`src/rtl/memory_stage.sv`:
```
// -----------------------------------------------------------------------------
// memory_stage
//   MEM pipeline stage of the RISC-V core, between execute and writeback.
//   Takes one execute record per valid/ready handshake. Non-memory records go
//   straight to the writeback register. LD/SD records run a double-word access
//   on the data bus through a three-state FSM (IDLE, ADDR, DATA). Upstream is
//   stalled while an access is in flight or while the writeback register holds
//   a record that has not been consumed.
//
//   Optional feature macro: MEM_MISALIGN_CHECK_EN
//     defined   : a memory record whose address has bits [2:0] != 0 issues no
//                 bus request; it completes in one cycle with out_regwrite=0
//                 and out_misalign=1.
//     undefined : the access is aligned down (dreq_addr[2:0]=0) and
//                 out_misalign is tied to 0.
//
// Ports
//   clk, reset                      clock, synchronous active-high reset
//   in_valid/in_ready               execute-side handshake
//   in_result                       ALU result (address or writeback value)
//   in_wdata                        store data
//   in_memread/in_memwrite          LD / SD flags (both set = store)
//   in_dst/in_regwrite              destination register and write enable
//   dreq_valid/addr/size/strobe/data  data-bus request
//   dresp_addr_ok/data_ok/data      data-bus response
//   out_valid/out_ready             writeback-side handshake
//   out_dst/out_regwrite/out_wdata  writeback record
//   out_misalign                    misaligned-access flag
// -----------------------------------------------------------------------------
module memory_stage #(
    parameter int XLEN      = 64,
    parameter int REGADDR_W = 5
) (
    input  logic                 clk,
    input  logic                 reset,
    input  logic                 in_valid,
    output logic                 in_ready,
    input  logic [XLEN-1:0]      in_result,
    input  logic [XLEN-1:0]      in_wdata,
    input  logic                 in_memread,
    input  logic                 in_memwrite,
    input  logic [REGADDR_W-1:0] in_dst,
    input  logic                 in_regwrite,
    output logic                 dreq_valid,
    output logic [XLEN-1:0]      dreq_addr,
    output logic [2:0]           dreq_size,
    output logic [7:0]           dreq_strobe,
    output logic [XLEN-1:0]      dreq_data,
    input  logic                 dresp_addr_ok,
    input  logic                 dresp_data_ok,
    input  logic [XLEN-1:0]      dresp_data,
    output logic                 out_valid,
    input  logic                 out_ready,
    output logic [REGADDR_W-1:0] out_dst,
    output logic                 out_regwrite,
    output logic [XLEN-1:0]      out_wdata,
    output logic                 out_misalign
);

    localparam logic [1:0] ST_IDLE = 2'd0;
    localparam logic [1:0] ST_ADDR = 2'd1;
    localparam logic [1:0] ST_DATA = 2'd2;

    // Double-word aligned form of an address (low three bits cleared).
    function automatic logic [XLEN-1:0] align_dword(input logic [XLEN-1:0] addr);
        logic [XLEN-1:0] res;
        res        = addr;
        res[2:0]   = 3'b000;
        return res;
    endfunction

    logic [1:0]           state_r;
    logic [1:0]           state_nxt_s;
    logic [XLEN-1:0]      req_addr_r;
    logic [XLEN-1:0]      req_data_r;
    logic                 req_store_r;
    logic [REGADDR_W-1:0] req_dst_r;
    logic                 req_regwrite_r;

    logic                 out_valid_r;
    logic [REGADDR_W-1:0] out_dst_r;
    logic                 out_regwrite_r;
    logic [XLEN-1:0]      out_wdata_r;
    logic                 out_misalign_r;

    logic                 transfer_s;
    logic                 in_is_mem_s;
    logic                 misalign_s;
    logic                 mem_start_s;
    logic                 complete_s;

    assign in_ready    = (state_r == ST_IDLE) && (!out_valid_r || out_ready);
    assign transfer_s  = in_valid && in_ready;
    assign in_is_mem_s = in_memread || in_memwrite;

`ifdef MEM_MISALIGN_CHECK_EN
    assign misalign_s  = in_is_mem_s && (in_result[2:0] != 3'b000);
`else
    assign misalign_s  = 1'b0;
`endif

    // A misaligned record (check enabled) never reaches the bus.
    assign mem_start_s = transfer_s && in_is_mem_s && !misalign_s;

    // Next-state and completion decode for the bus-access FSM.
    always_comb begin
        state_nxt_s = state_r;
        complete_s  = 1'b0;
        case (state_r)
            ST_IDLE: begin
                // A data_ok seen here belongs to no access and is ignored.
                if (mem_start_s) begin
                    state_nxt_s = ST_ADDR;
                end else begin
                    state_nxt_s = ST_IDLE;
                end
            end
            ST_ADDR: begin
                if (dresp_addr_ok && dresp_data_ok) begin
                    complete_s  = 1'b1;
                    state_nxt_s = ST_IDLE;
                end else if (dresp_addr_ok) begin
                    state_nxt_s = ST_DATA;
                end else begin
                    state_nxt_s = ST_ADDR;
                end
            end
            ST_DATA: begin
                if (dresp_data_ok) begin
                    complete_s  = 1'b1;
                    state_nxt_s = ST_IDLE;
                end else begin
                    state_nxt_s = ST_DATA;
                end
            end
            default: begin
                complete_s  = 1'b0;
                state_nxt_s = ST_IDLE;
            end
        endcase
    end

    // FSM state register; reset abandons any access in flight.
    always_ff @(posedge clk) begin
        if (reset) begin
            state_r <= ST_IDLE;
        end else begin
            state_r <= state_nxt_s;
        end
    end

    // Request latch: holds the memory record so dreq_* stay stable for the whole access.
    always_ff @(posedge clk) begin
        if (reset) begin
            req_addr_r     <= {XLEN{1'b0}};
            req_data_r     <= {XLEN{1'b0}};
            req_store_r    <= 1'b0;
            req_dst_r      <= {REGADDR_W{1'b0}};
            req_regwrite_r <= 1'b0;
        end else if (mem_start_s) begin
`ifdef MEM_MISALIGN_CHECK_EN
            req_addr_r     <= in_result;
`else
            req_addr_r     <= align_dword(in_result);
`endif
            req_data_r     <= in_wdata;
            // memread together with memwrite is treated as a store.
            req_store_r    <= in_memwrite;
            req_dst_r      <= in_dst;
            req_regwrite_r <= in_regwrite;
        end else begin
            req_addr_r     <= req_addr_r;
            req_data_r     <= req_data_r;
            req_store_r    <= req_store_r;
            req_dst_r      <= req_dst_r;
            req_regwrite_r <= req_regwrite_r;
        end
    end

    // Writeback register: loaded on completion or on a record that bypasses the bus,
    // held under back-pressure, emptied once consumed.
    always_ff @(posedge clk) begin
        if (reset) begin
            out_valid_r    <= 1'b0;
            out_dst_r      <= {REGADDR_W{1'b0}};
            out_regwrite_r <= 1'b0;
            out_wdata_r    <= {XLEN{1'b0}};
            out_misalign_r <= 1'b0;
        end else if (complete_s) begin
            out_valid_r    <= 1'b1;
            out_dst_r      <= req_dst_r;
            out_regwrite_r <= req_store_r ? 1'b0 : req_regwrite_r;
            out_wdata_r    <= req_store_r ? {XLEN{1'b0}} : dresp_data;
            out_misalign_r <= 1'b0;
        end else if (transfer_s && !in_is_mem_s) begin
            out_valid_r    <= 1'b1;
            out_dst_r      <= in_dst;
            out_regwrite_r <= in_regwrite;
            out_wdata_r    <= in_result;
            out_misalign_r <= 1'b0;
        end else if (transfer_s && misalign_s) begin
            out_valid_r    <= 1'b1;
            out_dst_r      <= in_dst;
            out_regwrite_r <= 1'b0;
            out_wdata_r    <= {XLEN{1'b0}};
            out_misalign_r <= 1'b1;
        end else if (out_ready) begin
            out_valid_r    <= 1'b0;
            out_dst_r      <= out_dst_r;
            out_regwrite_r <= out_regwrite_r;
            out_wdata_r    <= out_wdata_r;
            out_misalign_r <= 1'b0;
        end else begin
            out_valid_r    <= out_valid_r;
            out_dst_r      <= out_dst_r;
            out_regwrite_r <= out_regwrite_r;
            out_wdata_r    <= out_wdata_r;
            out_misalign_r <= out_misalign_r;
        end
    end

    // The bus request is live exactly while the FSM is outside IDLE.
    assign dreq_valid   = (state_r != ST_IDLE);
    assign dreq_addr    = req_addr_r;
    assign dreq_size    = 3'b011;
    assign dreq_strobe  = req_store_r ? 8'hFF : 8'h00;
    assign dreq_data    = req_data_r;

    assign out_valid    = out_valid_r;
    assign out_dst      = out_dst_r;
    assign out_regwrite = out_regwrite_r;
    assign out_wdata    = out_wdata_r;
`ifdef MEM_MISALIGN_CHECK_EN
    assign out_misalign = out_misalign_r;
`else
    assign out_misalign = 1'b0;
`endif

endmodule

```
`config.mk`:
```
export PLATFORM = sky130hd
export DESIGN_NAME = memory_stage
export DESIGN_NICKNAME = d
export VERILOG_FILES = /design/src/rtl/memory_stage.sv
export SDC_FILE = /design/constraint.sdc
export NUM_CORES = 1
export LEC_CHECK = 0
export ABC_AREA = 0
export CORE_MARGIN = 5
export CORE_UTILIZATION = 39
export DETAILED_ROUTE_END_ITERATION = 8
export PLACE_DENSITY = 0.79
export REMOVE_ABC_BUFFERS = 1
export SETUP_SLACK_MARGIN = 0.15
export SLEW_MARGIN = 20
export SYNTH_ARGS = -nofsm -noshare
export SYNTH_HDL_FRONTEND = slang
export SYNTH_SLANG_ARGS = --single-unit
```
`constraint.sdc`:
```
create_clock -name clk -period 1.8 [get_ports clk]
set_clock_uncertainty 0.15 [all_clocks]
set_input_delay 0.18 -clock clk [delete_from_list [all_inputs] [get_ports clk]]
set_output_delay 0.18 -clock clk [all_outputs]
set_load 0.02 [all_outputs]
```
==> summary by stage <==
Critical path
The peak fanout along the critical path is 5. The kind of critical path is reg -> reg. The start of the worst register-to-register path is state_r[1]. The worst setup path is captured at a register. The critical path starts at state_r[1]. The data arrival time of the critical path is 2.24 ns. The startpoint kind of the worst setup timing path is a register. For the worst setup path, the data required time is 2.06 ns.

Synth
After synthesis, the cell types taking the most area are dfxtp_1 41%, o31ai_1 15%, nand4_1 13%. The average cell area after synthesis is 8.54 um^2. The Yosys step of the flow raised 0 warnings. The number of synthesized register bits is 205. The portion of the post-synthesis area used by sequential elements is 0.409. The share of the synthesized area in the top cell type is 0.409. The proportion of register bits with asynchronous set or reset after synthesis is 0. Summing every instance area after synthesis gives 10000 um^2. Synthesis instantiated 27 different standard cells from the library.

The most area-hungry cell type in the Yosys netlist is dfxtp_1. Counting flops with a built-in enable in the synthesized netlist gives 0. The most frequently used flop master after synthesis is dfxtp_1.

Synthesis handed over a netlist of 1175 instances.

Clock tree
The H-tree depth reported by CTS is 1. The clock transition time at the flip-flop clock pins of the worst setup and hold paths is 0.07 ns. The clock insertion delay at the later pin of the skew report is 0.52 ns.

The CTS sink count is 205. TritonCTS built the clock tree. The tree is rooted in a clkbuf_16. In this run the deepest clock path goes through 3 buffers. In this run, CTS created clock tree buffers numbering 24.

Power and ir drop
The fraction of power consumed by combinational cells is 0.288. VDD sags by at most 0.644 mV. The power per cell area is 732 nW/um^2. The switching power as a share of total power is 0.311.

In this run the power spent charging and discharging nets is 4340 uW. The cell-internal power is 9600 uW. The share of total power dissipated in sequential elements is 0.357.

The clock network fraction of design power is 0.354. For this design the static power due to leakage is 0.00759 uW.

GRT
The number of antenna violations at the first check in global routing is 0. The first global-routing pass estimated 72.4 mm of wire. The number of global-route vias before repair is 12.8k. The residual overflow from global routing is 0. The total routing usage reported by global routing is 0.307. The largest net degree at the start of global routing is 55.

Route
In the routed layout, each cell is associated on average with a via count of 6.81. The routed design has 55.2 mm of wire. Before antenna repair, the detailed router went through 8 iterations.

The remaining number of nets flagged by the antenna check after routing is 0. For this run, design rule violations remaining after detail routing come to 0. The detailed router placed 13.5k vias in this run. The average wire per cell in the routed design is 27.8 um. The initial detailed-routing violation count is 1870.

Layout
The final instance area is 19000 um^2. From synthesis to final layout, the design area changed by 89.7%. The final net count is 1850. Of the cells placed in the final design, the portion with a size suffix greater than 1 is 0.297. In the final layout, the multi-input gates occupy 6310 um^2.

The count of antenna diodes in the layout is 0. The filler cell count in the final layout is 1553. The sequential cell area is 4120 um^2.

Floorplan
In this run the horizontal extent of the chip is 170 um. The y dimension of the die is 170 um. For this configuration, the core starts out at a cell density of 0.397. The floorplan step defined a die boundary enclosing 29000 um^2. The number of core rows is 58. After floorplanning, the core was sized to cover 25300 um^2. 419 I/O pins were placed.

Flow run
Max-cap violations in this run came to 0.

Timing
The achievable frequency is 0.505 GHz. The final-report hold violation count is 0. In the post-route analysis, the smallest setup slack over all paths is -0.178 ns.

The final-report setup violation count is 71. The max-slew violation total from the final report is 0. Headroom to the max-slew limit came out at 0.636.

For the pin with the worst max-slew slack, the measured transition is 0.546 ns. Dividing the final minimum period by the clock period gives 1.10. The final critical delay including setup and external delays is 1.98 ns.

Setup repair after global routing could not meet its margin everywhere.

Placement
OpenSTA, run right after detailed placement, puts the worst setup slack at -0.170 ns. Once detailed placement completed, the half-perimeter wirelength came to 27.6 mm. The number of buffers inserted by port buffering is 411. The placer congestion estimate is 0.873. Once placement finished, the instance area stood at 15300 um^2.

Run status
The run finished, with violations left. The checks that failed: setup timing.

Min path
The class of the tightest hold or removal check is in -> reg. The origin of the worst min-delay path is in_wdata[51].
final cells by class:
type,count,share of cell area
tap,330,0.0217
inverter,5,0.00125
multi-input combinational,769,0.332
clock buffer,37,0.0379
sequential,205,0.216
clock inverter,5,0.00283
timing repair buffer,635,0.388
Yosys cell counts (4+ instances only):
cell type  count
a21oi_1      132
a311oi_1      70
and2b_1        6
buf_1         16
buf_2         54
buf_4         20
buf_6          6
clkbuf_1     106
dfxtp_1      205
ha_1           4
inv_1          5
nand4_1      201
nor2b_1       60
nor3_1        71
o31ai_1      202
cells in the final DEF (no fill, tap or decap), drive strengths merged, types with 2 or more instances in the layout:
| cell | n |
|---|---|
| clkdlybuf4s50 | 204 |
| nand4 | 201 |
| a311oi | 70 |
| a21oi | 133 |
| nor2 | 2 |
| clkbuf | 52 |
| buf | 212 |
| ha | 4 |
| nor2b | 60 |
| dfxtp | 205 |
| nor3 | 71 |
| inv | 5 |
| nand3 | 2 |
| or2 | 3 |
| and2b | 6 |
| nand2 | 2 |
| o31ai | 202 |
| and2 | 2 |
| conb | 7 |
| clkdlybuf4s15 | 9 |
| clkinv | 4 |
| dlygate4sd2 | 194 |
cells by family (layout without fill, tap and decap cells):
group,after synthesis,count (layout),synth area share
simple gates,349,351,0.208
compound gates,407,407,0.280
other cells,2,7,0.000748
fa+ha+maj,4,4,0.00499
buf+inv,208,682,0.0966
flops,205,205,0.409
timing repair:
| action | CTS | global route |
|---|---|---|
| hold endpoints to repair | 35 | 0 |
| hold buffers | 1 | 0 |
| gates cloned | 30 | 18 |
| resized for setup | 363 | 208 |
| pin swaps | 86 | 222 |
| buffers inserted | 29 | 18 |
| setup endpoints to repair | 379 | 210 |
metal layers:
| layer | GRT usage | up-vias | part of all wire |
|---|---|---|---|
| met5 | 0 | - | 0 |
| met2 | 0.503 | 1173 | 0.46 |
| met4 | 0.161 | 0 | 0.080 |
| li1 | - | 5559 | - |
| met1 | 0.378 | 6419 | 0.35 |
| met3 | 0.0697 | 371 | 0.11 |
critical path: stages (launching register included):
cell and delay (ns):
dfxtp_4 0.37, inv_4 0.08, ha_4 0.18, buf_6 0.10
and2_4 0.21, buf_12 0.14, buf_8 0.11, nand4_1 0.12
a311oi_2 0.40
state kept, by name, summed over array words and instances, names as in the netlist:
signal and cells:
req_regwrite_r 1, state_r 2, out_dst 5, dreq_addr 61, req_store_r 1, dreq_data 64, req_dst_r 5, out_regwrite 1
out_wdata 64, out_valid 1
metrics by stage:
stage	total power [uW]	util	hold WS, ns	cells	setup TNS (ns)
6_report	13900	0.754	0.0675	1986	-2.95
5_1_grt	14300	0.754	0.0670	1986	-7.15
4_1_cts	13200	0.693	0.0519	1950	-0.149
3_5_place_dp	8040	0.604	0.311	1848	-12.94
3_3_place_gp	8010	0.604	0.304	1848	-7.02
2_1_floorplan	6220	-	0.0991	977	-1245.86
power groups by stage:
stage                     Combinational (uW)  Clock (uW)  Sequential [uW]
after floorplan                          859           0             5360
after global placement                  2960           0             5040
after detailed placement                2990           0             5050
after CTS                               3400        4870             4950
after global routing                    4140        5150             5000
final                                   4010        4940             4980
path summary, 6_finish.rpt:
kind	to	slack (ns)	cells past startpoint
max	out_wdata[48]	-0.18	8
min	dreq_data[51]	0.07	3
max reg2reg	out_wdata[48]	-0.18	8
min reg2reg	dreq_data[50]	0.32	2
(Power assumes the default switching activity.)
